### src/rtl/ex_pkg.sv
// rtl/ex_pkg.sv - shared opcode/funct constants, divider states and helpers for the execute stage
package ex_pkg;

  localparam int INST_W     = 32;
  localparam int REG_W      = 32;
  localparam int REG_ADDR_W = 5;

  localparam logic [INST_W-1:0] INST_NOP = 32'h0000_0013;

  localparam logic [6:0] OPC_OP_IMM = 7'b0010011;
  localparam logic [6:0] OPC_OP     = 7'b0110011;
  localparam logic [6:0] OPC_LUI    = 7'b0110111;
  localparam logic [6:0] OPC_AUIPC  = 7'b0010111;

  localparam logic [2:0] F3_ADD  = 3'b000;
  localparam logic [2:0] F3_SLL  = 3'b001;
  localparam logic [2:0] F3_SLT  = 3'b010;
  localparam logic [2:0] F3_SLTU = 3'b011;
  localparam logic [2:0] F3_XOR  = 3'b100;
  localparam logic [2:0] F3_SR   = 3'b101;
  localparam logic [2:0] F3_OR   = 3'b110;
  localparam logic [2:0] F3_AND  = 3'b111;

  localparam logic [2:0] F3_MUL    = 3'b000;
  localparam logic [2:0] F3_MULH   = 3'b001;
  localparam logic [2:0] F3_MULHSU = 3'b010;
  localparam logic [2:0] F3_MULHU  = 3'b011;

  localparam logic [6:0] F7_BASE   = 7'b0000000;
  localparam logic [6:0] F7_ALT    = 7'b0100000;
  localparam logic [6:0] F7_MULDIV = 7'b0000001;

  typedef enum logic [1:0] {
    DIV_IDLE = 2'd0,
    DIV_BUSY = 2'd1,
    DIV_DONE = 2'd2
  } div_state_e;

  function automatic logic [REG_W-1:0] neg_if(input logic neg, input logic [REG_W-1:0] v);
    return neg ? (~v + 32'd1) : v;
  endfunction

endpackage

### src/rtl/ex_div.sv
// rtl/ex_div.sv - iterative restoring divider for DIV/DIVU/REM/REMU with special-case bypass
module ex_div
  import ex_pkg::*;
#(
  parameter int DIV_STEPS = 32
) (
  input  logic             clk,
  input  logic             rstn,
  input  logic             start,
  input  logic             is_signed,
  input  logic             is_rem,
  input  logic [REG_W-1:0] op_a,
  input  logic [REG_W-1:0] op_b,
  output logic             busy,
  output logic             done,
  output logic [REG_W-1:0] result
);

  localparam int CW = $clog2(DIV_STEPS);

  div_state_e       state_q, state_d;
  logic [CW-1:0]    count_q;
  logic [REG_W-1:0] dvd_q, dvs_q, rem_q, quo_q;
  logic             rem_neg_q, quo_neg_q, is_rem_q;
  logic             load, step;

  logic             a_neg, b_neg, div_zero, overflow, special;
  logic [REG_W-1:0] special_res;
  logic [REG_W:0]   rem_sh, diff;
  logic             q_bit;

  assign a_neg    = is_signed & op_a[REG_W-1];
  assign b_neg    = is_signed & op_b[REG_W-1];
  assign div_zero = (op_b == '0);
  assign overflow = is_signed && (op_a == 32'h8000_0000) && (op_b == 32'hFFFF_FFFF);
  assign special  = div_zero || overflow;

  always_comb begin
    special_res = '0;
    if (div_zero)
      special_res = is_rem ? op_a : 32'hFFFF_FFFF;
    else if (overflow)
      special_res = is_rem ? 32'h0 : 32'h8000_0000;
  end

  // One restoring step: 33 bits hold the shifted partial remainder even for unsigned divisors above 2^31.
  assign rem_sh = {rem_q, dvd_q[REG_W-1]};
  assign diff   = rem_sh - {1'b0, dvs_q};
  assign q_bit  = ~diff[REG_W];

  always_comb begin
    state_d = state_q;
    busy    = 1'b0;
    done    = 1'b0;
    result  = '0;
    load    = 1'b0;
    step    = 1'b0;
    case (state_q)
      DIV_IDLE: begin
        if (start) begin
          if (special) begin
            done   = 1'b1;
            result = special_res;
          end else begin
            busy    = 1'b1;
            load    = 1'b1;
            state_d = DIV_BUSY;
          end
        end
      end
      DIV_BUSY: begin
        busy = 1'b1;
        step = 1'b1;
        if (count_q == CW'(DIV_STEPS - 1))
          state_d = DIV_DONE;
      end
      DIV_DONE: begin
        done    = 1'b1;
        result  = is_rem_q ? neg_if(rem_neg_q, rem_q) : neg_if(quo_neg_q, quo_q);
        state_d = DIV_IDLE;
      end
      default: state_d = DIV_IDLE;
    endcase
  end

  always_ff @(posedge clk) begin
    if (!rstn) begin
      state_q   <= DIV_IDLE;
      count_q   <= '0;
      dvd_q     <= '0;
      dvs_q     <= '0;
      rem_q     <= '0;
      quo_q     <= '0;
      rem_neg_q <= 1'b0;
      quo_neg_q <= 1'b0;
      is_rem_q  <= 1'b0;
    end else begin
      state_q <= state_d;
      if (load) begin
        dvd_q     <= neg_if(a_neg, op_a);
        dvs_q     <= neg_if(b_neg, op_b);
        rem_q     <= '0;
        quo_q     <= '0;
        count_q   <= '0;
        rem_neg_q <= a_neg;
        quo_neg_q <= a_neg ^ b_neg;
        is_rem_q  <= is_rem;
      end else if (step) begin
        dvd_q   <= {dvd_q[REG_W-2:0], 1'b0};
        rem_q   <= q_bit ? diff[REG_W-1:0] : rem_sh[REG_W-1:0];
        quo_q   <= {quo_q[REG_W-2:0], q_bit};
        count_q <= count_q + 1'b1;
      end
    end
  end

endmodule

### src/rtl/ex.sv
// rtl/ex.sv - RV32IM execute stage: ALU, single-cycle multiplier, divider wrapper and hold request
module ex
  import ex_pkg::*;
#(
  parameter int DIV_STEPS = 32
) (
  input  logic                  clk,
  input  logic                  rstn,
  input  logic [INST_W-1:0]     inst_i,
  input  logic [REG_W-1:0]      instaddr_i,
  input  logic [REG_W-1:0]      op1_i,
  input  logic [REG_W-1:0]      op2_i,
  input  logic                  regs_wen_i,
  input  logic [REG_ADDR_W-1:0] rd_addr_i,
  output logic [REG_ADDR_W-1:0] rd_addr_o,
  output logic [REG_W-1:0]      rd_wdata_o,
  output logic                  regs_wen_o,
  output logic [REG_W-1:0]      instaddr_o,
  output logic                  hold_req_o
);

  logic [6:0] opcode, funct7;
  logic [2:0] funct3;
  logic [4:0] shamt;
  logic       is_op, is_muldiv, is_div;

  assign opcode    = inst_i[6:0];
  assign funct3    = inst_i[14:12];
  assign funct7    = inst_i[31:25];
  assign shamt     = op2_i[4:0];
  assign is_op     = (opcode == OPC_OP);
  assign is_muldiv = is_op && (funct7 == F7_MULDIV);
  assign is_div    = is_muldiv && funct3[2];

  // 33x33 signed product covers all four multiply flavours via per-operand extension.
  logic signed [REG_W:0]     mul_a, mul_b;
  logic signed [2*REG_W+1:0] mul_p;
  logic [REG_W-1:0]          mul_res;
  logic                      a_sext, b_sext;

  assign a_sext  = (funct3 == F3_MULH) || (funct3 == F3_MULHSU);
  assign b_sext  = (funct3 == F3_MULH);
  assign mul_a   = {a_sext & op1_i[REG_W-1], op1_i};
  assign mul_b   = {b_sext & op2_i[REG_W-1], op2_i};
  assign mul_p   = mul_a * mul_b;
  assign mul_res = (funct3 == F3_MUL) ? mul_p[REG_W-1:0] : mul_p[2*REG_W-1:REG_W];

  logic             div_busy, div_done;
  logic [REG_W-1:0] div_result;

  ex_div #(.DIV_STEPS(DIV_STEPS)) u_div (
    .clk       (clk),
    .rstn      (rstn),
    .start     (rstn && is_div),
    .is_signed (~funct3[0]),
    .is_rem    (funct3[1]),
    .op_a      (op1_i),
    .op_b      (op2_i),
    .busy      (div_busy),
    .done      (div_done),
    .result    (div_result)
  );

  logic [REG_W-1:0] alu_res;
  logic             known;

  always_comb begin
    alu_res = '0;
    known   = 1'b1;
    case (opcode)
      OPC_OP_IMM, OPC_OP: begin
        if (is_op && !(funct7 == F7_BASE || funct7 == F7_ALT || funct7 == F7_MULDIV)) begin
          known = 1'b0;
        end else if (is_muldiv) begin
          if (is_div)
            alu_res = div_done ? div_result : '0;
          else
            alu_res = mul_res;
        end else begin
          case (funct3)
            F3_ADD:  alu_res = (is_op && funct7[5]) ? op1_i - op2_i : op1_i + op2_i;
            F3_SLL:  alu_res = op1_i << shamt;
            F3_SLT:  alu_res = {31'b0, $signed(op1_i) < $signed(op2_i)};
            F3_SLTU: alu_res = {31'b0, op1_i < op2_i};
            F3_XOR:  alu_res = op1_i ^ op2_i;
            F3_SR:   alu_res = funct7[5] ? REG_W'($signed(op1_i) >>> shamt) : op1_i >> shamt;
            F3_OR:   alu_res = op1_i | op2_i;
            F3_AND:  alu_res = op1_i & op2_i;
            default: alu_res = '0;
          endcase
        end
      end
      OPC_LUI:   alu_res = op1_i + op2_i;
      OPC_AUIPC: alu_res = instaddr_i + op2_i;
      default:   known = 1'b0;
    endcase
  end

  assign hold_req_o = rstn && div_busy;
  assign regs_wen_o = rstn && regs_wen_i && known && !div_busy;
  assign rd_wdata_o = (rstn && known) ? alu_res : '0;
  assign rd_addr_o  = rstn ? rd_addr_i : '0;
  assign instaddr_o = rstn ? instaddr_i : '0;

  // Register-field bits are consumed by decode upstream; operands arrive already resolved.
  logic unused_bits;
  assign unused_bits = ^{inst_i[24:15], inst_i[11:7], mul_p[2*REG_W+1:2*REG_W]};

endmodule

### config.mk
export PLATFORM = sky130hd
export DESIGN_NAME = ex
export DESIGN_NICKNAME = d
export VERILOG_FILES = /design/src/rtl/ex_pkg.sv /design/src/rtl/ex_div.sv /design/src/rtl/ex.sv
export SDC_FILE = /design/constraint.sdc
export NUM_CORES = 2
export LEC_CHECK = 0
export BUFFER_PORTS_ARGS = -buffer_cell sky130_fd_sc_hd__buf_2
export CAP_MARGIN = 20
export CORE_ASPECT_RATIO = 1.4
export CORE_MARGIN = 2
export CORE_UTILIZATION = 60
export CTS_CLUSTER_DIAMETER = 120
export DETAILED_ROUTE_END_ITERATION = 10
export PLACE_DENSITY = 0.87
export RECOVER_POWER = 50
export SKIP_LAST_GASP = 1
export SYNTH_ARGS = -nofsm -noshare
export SYNTH_HDL_FRONTEND = slang
export SYNTH_SLANG_ARGS = --single-unit
### constraint.sdc
create_clock -name clk -period 11.5 [get_ports clk]
set_clock_uncertainty 0.1 [all_clocks]
set_input_delay 1.15 -clock clk [delete_from_list [all_inputs] [get_ports clk]]
set_output_delay 1.15 -clock clk [all_outputs]
set_load 0.05 [all_outputs]
==> metrics <==
status finished with violations; failing checks design-rule violations, max-capacitance violations, max-slew violations; largest net degree at the start of global routing 92; IO Pins slightly above 200; CTS tree done; syn_area_per_cell 7.97 um^2; Die Width between 200 and 300 um; drt wl/cell roughly 33 um; die area between 100,000 and 150,000 um^2; critical path required time between 10,000 and 15,000 ps; Die Y around 380 um; met1 global-route usage around three fifths; Worst Setup SP inst_i[13]; final setup TNS 0 ps; Layout area overhead 10.2%; DRC viols 3; synthesized cell area slightly below 60,000 um^2; Hold WS around 370 ps; initial antenna violation count 31; Slew headroom -194%; Max Cap Viol 4; storage element area 2760 um^2; vias post-DR 61,287; Final Instance Area 65,400 um^2; Critical Path AT 10,110 ps; First-pass DRT Iterations 11; most frequent cells in the layout 1,310 x inv_1, 1,179 x nand2_1, 1,127 x fa_1, 617 x nor2_1, 493 x buf_4; Clock Sinks roughly 140; Global Route met2 Usage 85.1%; Crit. End Element output pin; CTS Buf Count 17; HP Class reg -> reg; post-synthesis instance total around 7,400; row cnt ~140; hpwl dp ~230,000 um; Setup CP Type in -> out; Global Route Usage Sum around 58%; critical path peak fanout 12; area of the multi-input gates 49,900 um^2; share of post-route cells with drive strength above 1 10.9%; number of synthesized register bits between 100 and 150; EDFF count, synth 0; CP most frequent cell buf_4; Pins Over Slew Limit 240; Max Freq slightly below 90 MHz; clk_lat worst skew 470 ps; crit share post-route between 90% and 100%; vias in the first global route 64,225; crit path time final about 11,000 ps; biggest cell delay along the critical path 650 ps; Ys Warns 0; asr flop ratio synth 0%; register area share after synthesis 4.66%; PortBufs between 150 and 200; Final #Nets slightly above 9,000; via/cell ratio between 6 and 7; reg2reg setup slack about 5900 ps; Initial Util ~60%; post-synthesis net count 9,083; gp weighted congestion about 1.1; CP startpoint kind input port; Post-DP Area around 64,000 um^2; fill count approximately 7,600; Fin. Hold Viols 0; detailed-route wire length just under 300,000 um; min-delay src u_div.dvd_q[11]$_SDFFE_PN0N_; post-route ant nets 0; worst slew pin tran roughly 4400 ps; top_reg_cell synth dfxtp_1; final setup fails 0; global-route wire length before repair 420,000 um; RSZ-0062 raised after global routing true; Initial DRC Count 8,559; commonest non-fill, non-tap cell in the layout inv_1; CTS Root Buffer Type clkbuf_16; CTS H-tree lvls 4; reg2reg start u_div.state_q[1]$_SDFFE_PN0P_; Core ar. 98,000 um^2; grt ovf 0; Longest Clk Path Bufs 2; GR Layer Usage met3 approximately 22%; GR peak layer met2; CTS clk-pin slew, worst paths 70 ps; Worst path slowest cell fa_2; synth unique cells 85
[critical path: cells and delay by family]
family	cells	cell delay (ps)
simple gates	7	920
compound gates	6	1010
buf+inv	17	2190
xor+xnor	1	260
fa+ha+maj	9	4550
[path summary, 6_finish.rpt]
kind | end | depth (start not counted)
worst max-delay path | rd_wdata_o[21] | 40
worst min register to register | u_div.dvd_q[11]$_SDFFE_PN0N_ | 2
worst max register to register | u_div.dvs_q[17]$_SDFFE_PN0P_ | 6
worst min-delay path | u_div.dvd_q[11]$_SDFFE_PN0N_ | 2
[cells by family (layout without fill, tap and decap cells)]
kind of cell / after synthesis / in the layout / share of synthesized area, %
AND/OR/NAND/NOR: 2252 / 2252 / 16.0
buffers and inverters: 1809 / 2084 / 11.5
adder cells (fa/ha/maj): 1508 / 1508 / 46.1
AO/OA/AOI/OAI: 1308 / 1308 / 14.1
XOR/XNOR: 299 / 299 / 4.42
flip-flops: 138 / 138 / 4.66
multiplexers: 125 / 125 / 3.20
other: 0 / 24 / 0
[registers in the layout (all words and copies together) (netlist names)]
| signal | count |
|---|---|
| u_div.is_rem_q | 1 |
| u_div.state_q | 2 |
| u_div.quo_q | 32 |
| u_div.quo_neg_q | 1 |
| u_div.dvd_q | 32 |
| u_div.count_q | 5 |
| u_div.rem_q | 32 |
| u_div.dvs_q | 32 |
| u_div.rem_neg_q | 1 |
[cells in the mapped netlist, types with 30 or more instances]
master | instances | share of area, %
clkbuf_1 | 367 | 2.3
a21o_1 | 78 | 0.99
nand4_1 | 40 | 0.42
nor3_1 | 64 | 0.54
xnor2_1 | 217 | 3.2
dfxtp_1 | 138 | 4.7
o211ai_1 | 44 | 0.56
fa_1 | 1129 | 38
inv_1 | 1313 | 8.3
buf_1 | 96 | 0.61
a31oi_1 | 54 | 0.57
mux2i_1 | 66 | 1.1
o22ai_1 | 45 | 0.47
xor2_1 | 82 | 1.2
or3_1 | 33 | 0.35
a211oi_1 | 57 | 0.72
nand2_1 | 1180 | 7.5
a21oi_1 | 392 | 3.3
nand2b_1 | 30 | 0.32
nand3_1 | 78 | 0.66
nor2_1 | 623 | 3.9
mux4_2 | 51 | 1.9
and3_1 | 42 | 0.44
o211a_1 | 41 | 0.69
o21ai_0 | 286 | 2.4
o31ai_1 | 46 | 0.58
and2_1 | 53 | 0.56
ha_1 | 379 | 8.0
[through the flow]
stage | setup WS (ps) | utilization, % | instances
finish | 138 | 66.7 | 9049
global route | -138 | 66.6 | 9033
CTS | 108 | 66.5 | 9013
detailed placement | -81.9 | 65.8 | 8979
global placement | -0.919 | 65.8 | 8978
floorplan | -126 | - | 7439
[final cells by class]
class / count / share of cell area [%]
Sequential cell: 138 / 4.23
Antenna cell: 24 / 0.0919
Timing Repair Buffer: 713 / 8.18
Multi-Input combinational cell: 5492 / 76.3
Inverter: 1339 / 7.70
Tap cell: 1311 / 2.51
Clock inverter: 15 / 0.343
Clock buffer: 17 / 0.651
[layer usage]
layer  routed length, um  up-vias
met3               42700     2352
li1                    -    24082
met2              122000     5750
met4               42000       12
met5                 216        -
met1               88500    29091
[what timing repair did]
action | 4_1_cts | 5_1_grt
setup buffers | 2 | 8
hold buffers | 0 | 0
resized for setup | 1 | 29
setup endpoints to repair | 3 | 12
pin swaps | 0 | 10
Power is left out: the tool's default activity adds up to more than one toggle a clock period on the data nets, which glitch-free logic cannot reach.
